--- config.mk ---
export PLATFORM = sky130hd
export DESIGN_NAME = lmsm_reg_sequencer
export DESIGN_NICKNAME = d
export VERILOG_FILES = /design/src/rtl/lmsm_reg_sequencer.sv
export SDC_FILE = /design/constraint.sdc
export NUM_CORES = 1
export LEC_CHECK = 0
export BUFFER_PORTS_ARGS = -buffer_cell sky130_fd_sc_hd__buf_2
export CAP_MARGIN = 20
export CORE_ASPECT_RATIO = 1.4
export CORE_MARGIN = 2
export CORE_UTILIZATION = 25
export DETAILED_ROUTE_END_ITERATION = 8
export SLEW_MARGIN = 0
export SYNTH_ARGS = -nofsm -noshare
export SYNTH_HDL_FRONTEND = slang
export SYNTH_SLANG_ARGS = --single-unit
--- constraint.sdc ---
create_clock -name clk -period 1.74 [get_ports clk]
set_clock_uncertainty 0.15 [all_clocks]
set_input_delay 0.522 -clock clk [delete_from_list [all_inputs] [get_ports clk]]
set_output_delay 0.522 -clock clk [all_outputs]
set_load 0.005 [all_outputs]
--- src/rtl/lmsm_reg_sequencer.sv ---
// lmsm_reg_sequencer
//   Sequential priority scanner for LM/SM multi-register transfers. A load
//   captures a register-select mask and a scan direction. Each transfer step
//   then presents the index of one selected register. An advance consumes
//   that index and clears its bit, until the mask is exhausted.
//
// Parameters
//   WIDTH  number of registers / mask width (>= 2)
//   IDX_W  index width, $clog2(WIDTH)
//
// Ports
//   clk    in   rising-edge clock
//   rst_n  in   asynchronous active-low reset
//   load   in   capture mask/dir and (re)start a sequence; overrides adv
//   mask   in   register-select bits, bit i selects register i
//   dir    in   0 = highest set bit first, 1 = lowest set bit first
//   adv    in   consume current index (ignored outside SCAN)
//   idx    out  current register index (0 when nothing is pending)
//   valid  out  idx is meaningful (SCAN)
//   last   out  current index is the final one of the sequence
//   busy   out  sequence in progress (SCAN)
//   done   out  one-cycle pulse at sequence end
//   count  out  indices not yet consumed, including the current one
//
// Optional feature macro: LMSM_COUNT_EN
//   defined   -> count driven by a registered remaining-index counter
//   undefined -> count tied to zero, no counter logic
//
// All outputs decode from registered state only. There is no
// combinational path from any input to any output.

module lmsm_reg_sequencer #(
  parameter int WIDTH = 8,
  parameter int IDX_W = $clog2(WIDTH)
) (
  input  logic             clk,
  input  logic             rst_n,
  input  logic             load,
  input  logic [WIDTH-1:0] mask,
  input  logic             dir,
  input  logic             adv,
  output logic [IDX_W-1:0] idx,
  output logic             valid,
  output logic             last,
  output logic             busy,
  output logic             done,
  output logic [IDX_W:0]   count
);

  typedef enum logic [1:0] {
    IDLE = 2'd0,
    SCAN = 2'd1,
    DONE = 2'd2
  } state_t;

  state_t           state;
  logic [WIDTH-1:0] pending;
  logic             dir_q;

  // Combinational decode of the registered scan state
  logic [IDX_W-1:0] enc_idx;
  logic [WIDTH-1:0] clr_bit;
  logic             pend_onehot;

  // Priority encoder. The loop order makes the last matching bit win:
  // an ascending loop leaves the highest set bit, a descending loop the lowest.
  always_comb begin
    enc_idx = '0;
    if (!dir_q) begin
      for (int unsigned i = 0; i < WIDTH; i++) begin
        if (pending[i]) enc_idx = IDX_W'(i);
      end
    end else begin
      for (int unsigned i = WIDTH; i > 0; i--) begin
        if (pending[i-1]) enc_idx = IDX_W'(i-1);
      end
    end
  end

  // One-hot mask of the bit consumed by an advance
  always_comb begin
    clr_bit = '0;
    for (int unsigned i = 0; i < WIDTH; i++) begin
      clr_bit[i] = (IDX_W'(i) == enc_idx) && pending[i];
    end
  end

  // Exactly one bit pending: nonzero and clearing the lowest set bit leaves zero
  always_comb begin
    pend_onehot = (pending != '0) && ((pending & (pending - 1'b1)) == '0);
  end

`ifdef LMSM_COUNT_EN
  logic [IDX_W:0] cnt_q;

  function automatic logic [IDX_W:0] popcount(input logic [WIDTH-1:0] v);
    logic [IDX_W:0] n;
    n = '0;
    for (int unsigned i = 0; i < WIDTH; i++) begin
      n = n + {{IDX_W{1'b0}}, v[i]};
    end
    return n;
  endfunction
`endif

  // Single sequential process: FSM, pending mask, direction, optional counter
  always_ff @(posedge clk or negedge rst_n) begin
    if (!rst_n) begin
      state   <= IDLE;
      pending <= '0;
      dir_q   <= 1'b0;
`ifdef LMSM_COUNT_EN
      cnt_q   <= '0;
`endif
    end else if (load) begin
      // load restarts from any state; a same-cycle adv is dropped
      dir_q   <= dir;
      pending <= mask;
`ifdef LMSM_COUNT_EN
      cnt_q   <= popcount(mask);
`endif
      if (mask != '0) state <= SCAN;
      else            state <= DONE;
    end else begin
      unique case (state)
        IDLE: begin
          state <= IDLE;
        end
        SCAN: begin
          if (adv) begin
            pending <= pending & ~clr_bit;
`ifdef LMSM_COUNT_EN
            cnt_q   <= cnt_q - 1'b1;
`endif
            if (pend_onehot) state <= DONE;
          end
        end
        DONE: begin
          state <= IDLE;
        end
        default: begin
          state   <= IDLE;
          pending <= '0;
        end
      endcase
    end
  end

  // Output decode from registers only
  always_comb begin
    valid = (state == SCAN);
    busy  = (state == SCAN);
    done  = (state == DONE);
    idx   = enc_idx;
    last  = valid && pend_onehot;
`ifdef LMSM_COUNT_EN
    count = valid ? cnt_q : '0;
`else
    count = '0;
`endif
  end

endmodule

==> key figures <==
Outcome
  • Status: finished, violations left
  • Failing checks: negative setup slack

STA
  • Final setup fails: 10
  • Setup WS post-layout: -0.4338 ns
  • TNS Setup: -2.285 ns
  • RSZ-0062 raised after global routing: yes
  • Slew Viols, Final: 0
  • Hold Vio Cnt, Final: 0
  • Period utilization: 124.9%
  • Tmin final: 2.174 ns
  • Fmax: 460.0 MHz

Hold path
  • Worst hold start: mask[6]
  • Hold/Removal Path Class: in -> reg
  • Worst Hold Depth: 3

Global routing
  • Largest net degree at the start of global routing: 15
  • GR peak layer: met2
  • Initial antenna violation count: 0
  • M2 GR Usage: 26.51%
  • Met3 usage: 1.606%
  • Number of global-route vias before repair: 1028
  • GRT overflow: 0
  • Grt met1 use: 16.21%
  • All-Layer GR Usage: 14.76%
  • First-pass GRT wire length: 4.402 mm

Finish
  • Nets@finish: 179
  • Fraction of layout cells with a size suffix above 1: 49.70%
  • Commonest non-fill, non-tap cell in the layout: buf_4
  • Multi-input gate area: 665.6 um^2
  • Layout Area Growth over Synthesis: 58.07%
  • Sequential cell area: 282.8 um^2
  • Final Cell Area: 1396 um^2
  • # diodes: 0
  • Post-layout util: 41.33%
  • Commonest cells after routing, fill and taps aside: buf_4, buf_2, nand2_1
  • FILL cells: 353

Setup path
  • Reg-to-Reg Start: pending[4]$_DFFE_PN0P_
  • Cell family contributing the most delay on the critical path: flip-flops
  • Slowest stage delay, CP: 0.48 ns
  • CP bufs+invs: 2
  • Worst path most repeated cell: nor2_2
  • CP Depth: 6
  • Critical path type: reg -> out
  • Worst reg2reg path depth: 6
  • Slowest stage cell, crit path: dfrtp_2
  • Critical Path AT: 1.50 ns
  • Cells along the critical path: nor2_2 -> o21ai_1 -> a211oi_2 -> nor2_2 -> inv_1 -> buf_2
  • Critical Path Start Type: flop
  • Critical path origin: pending[2]$_DFFE_PN0P_
  • Crit end category: primary output
  • Critical Path Fanout Max: 7
  • Req. time, crit path: 1.07 ns

Routing
  • First-pass DRT Iterations: 4
  • Via count: 1065
  • Routed WL: 2.706 mm
  • Post-DRT Antenna Nets: 0
  • DR iter-0 viols: 22
  • DRC errors left: 0
  • Avg WL per Cell: 13.20 um
  • Routed vias/inst: 5.195

Clock network
  • Clock Pin Slew Worst Setup and Hold Paths: 0.06 ns
  • Max Root-Sink Buffers: 2
  • CTS tree: built
  • Root Driver: clkbuf_8
  • Worst-Skew Late Latency: 0.25 ns
  • CTS H-tree depth: 1
  • Clock Sinks: 11
  • CTS Buf Count: 3

Job
  • MaxCap Viol Count: 0

Place
  • DP Worst Slack: -0.1975 ns
  • Port buffer count: 19
  • Dpl hpwl: 2.025 mm
  • Placed cell areas: 1166 um^2
  • RePlAce Congestion: 0.9137

Power
  • Worst IR Drop VDD: 530.6 uV
  • Power Density: 904.5 nW/um^2
  • Leak pwr: 0.6171 nW

Die
  • Die width: 54.24 um
  • Initial core utilization: 26.15%
  • Top Ports: 24
  • Site row count: 25
  • Core area: 3378 um^2
  • Die area: 4031 um^2
  • Die Y: 74.33 um

Logic synthesis
  • Flops & latches, synth: 11
  • Asr flop ratio synth: 100.0%
  • Syn Area/Cell: 7.361 um^2
  • Largest cells by area after synthesis: dfrtp_1, nand2_1, nor2_1
  • Post-synth top flop: dfrtp_1
  • Synth Instances: 120
  • Register area share after synthesis: 31.16%
  • Synthesis warning total: 0
  • EDFF count, synth: 0
  • Post-synth cell types: 32
  • Area share of the leading cell type in the synthesized netlist: 31.16%
  • Mapped Area: 883.3 um^2
  • Dominant cell type by area after synthesis: dfrtp_1
==> cells by family after synthesis <==
logic type / share of synthesized area [%]
and+or+nand+nor: 33.57
AOI/OAI and AO/OA: 24.79
buffers and inverters: 10.06
DFF: 31.16
other: 0.4245
==> area by class of cell <==
type / count / share of cell area, %
timing repair buffer: 50 / 24.19
tap: 40 / 3.584
multi-input combinational: 96 / 47.67
clock buffer: 4 / 3.226
sequential: 11 / 20.25
inverter: 4 / 1.075
==> per-stage QoR <==
stage | std cells | power, W | hold slack (ns)
2_1_floorplan | 123 | 0.0006330 | 0.07641
3_3_place_gp | 194 | 0.0008343 | 0.2561
3_5_place_dp | 194 | 0.0008413 | 0.2542
4_1_cts | 203 | 0.001194 | 0.3439
5_1_grt | 205 | 0.001341 | 0.3593
6_report | 205 | 0.001263 | 0.3345
==> layer usage <==
layer / up-vias / wire length [um]
li1: 509 / -
met1: 503 / 1044
met2: 44 / 1424
met3: 9 / 128
met4: 0 / 108
met5: - / 0
==> tightest hold or removal path, stage by stage <==
cell and delay [ns]:
buf_2 0.09, nand2_1 0.04, nand2_1 0.05
==> path summary, 6_finish.rpt <==
check	slack, ns	end
max reg2reg	-0.23	pending[2]$_DFFE_PN0P_
min reg2reg	0.49	pending[5]$_DFFE_PN0P_
max in group asynchronous	0.68	pending[4]$_DFFE_PN0P_
min in group asynchronous	0.52	pending[6]$_DFFE_PN0P_
max	-0.43	idx[0]
min	0.33	pending[6]$_DFFE_PN0P_
==> where the power goes <==
part / internal (W) / switching (W) / leakage, nW / total (W)
logic: 0.000334 / 0.000291 / 0.468 / 0.000624
registers: 0.000298 / 0.0000762 / 0.126 / 0.000374
clock network: 0.000161 / 0.000103 / 0.0228 / 0.000265
total: 0.000793 / 0.000470 / 0.617 / 0.00126
==> sequential cells by signal, summed over array words and instances, names as in the netlist <==
| signal | flops |
|---|---|
| pending | 8 |
| state | 2 |
| dir_q | 1 |
==> repair_timing <==
| item | in CTS | in global routing |
|---|---|---|
| setup buffers | 4 | 2 |
| pin swaps | 13 | 12 |
| cloned | 0 | 0 |
| hold buffers | 1 | 0 |
| endpoints found under the setup margin | 12 | 16 |
| gates resized for setup | 21 | 16 |
| hold endpoints to repair | 11 | 0 |
==> Yosys cell counts (all sizes together) (2+ instances only) <==
master / count
and2b: 2
o21ai: 10
nor2b: 5
and4: 2
nand2: 18
nand2b: 3
a21oi: 5
o211ai: 4
a22oi: 3
nor2: 15
nor3: 5
or2: 2
a32oi: 3
a211oi: 2
clkbuf: 4
o31ai: 2
nor4: 3
inv: 4
buf: 8
dfrtp: 11
(Power assumes the default switching activity.)
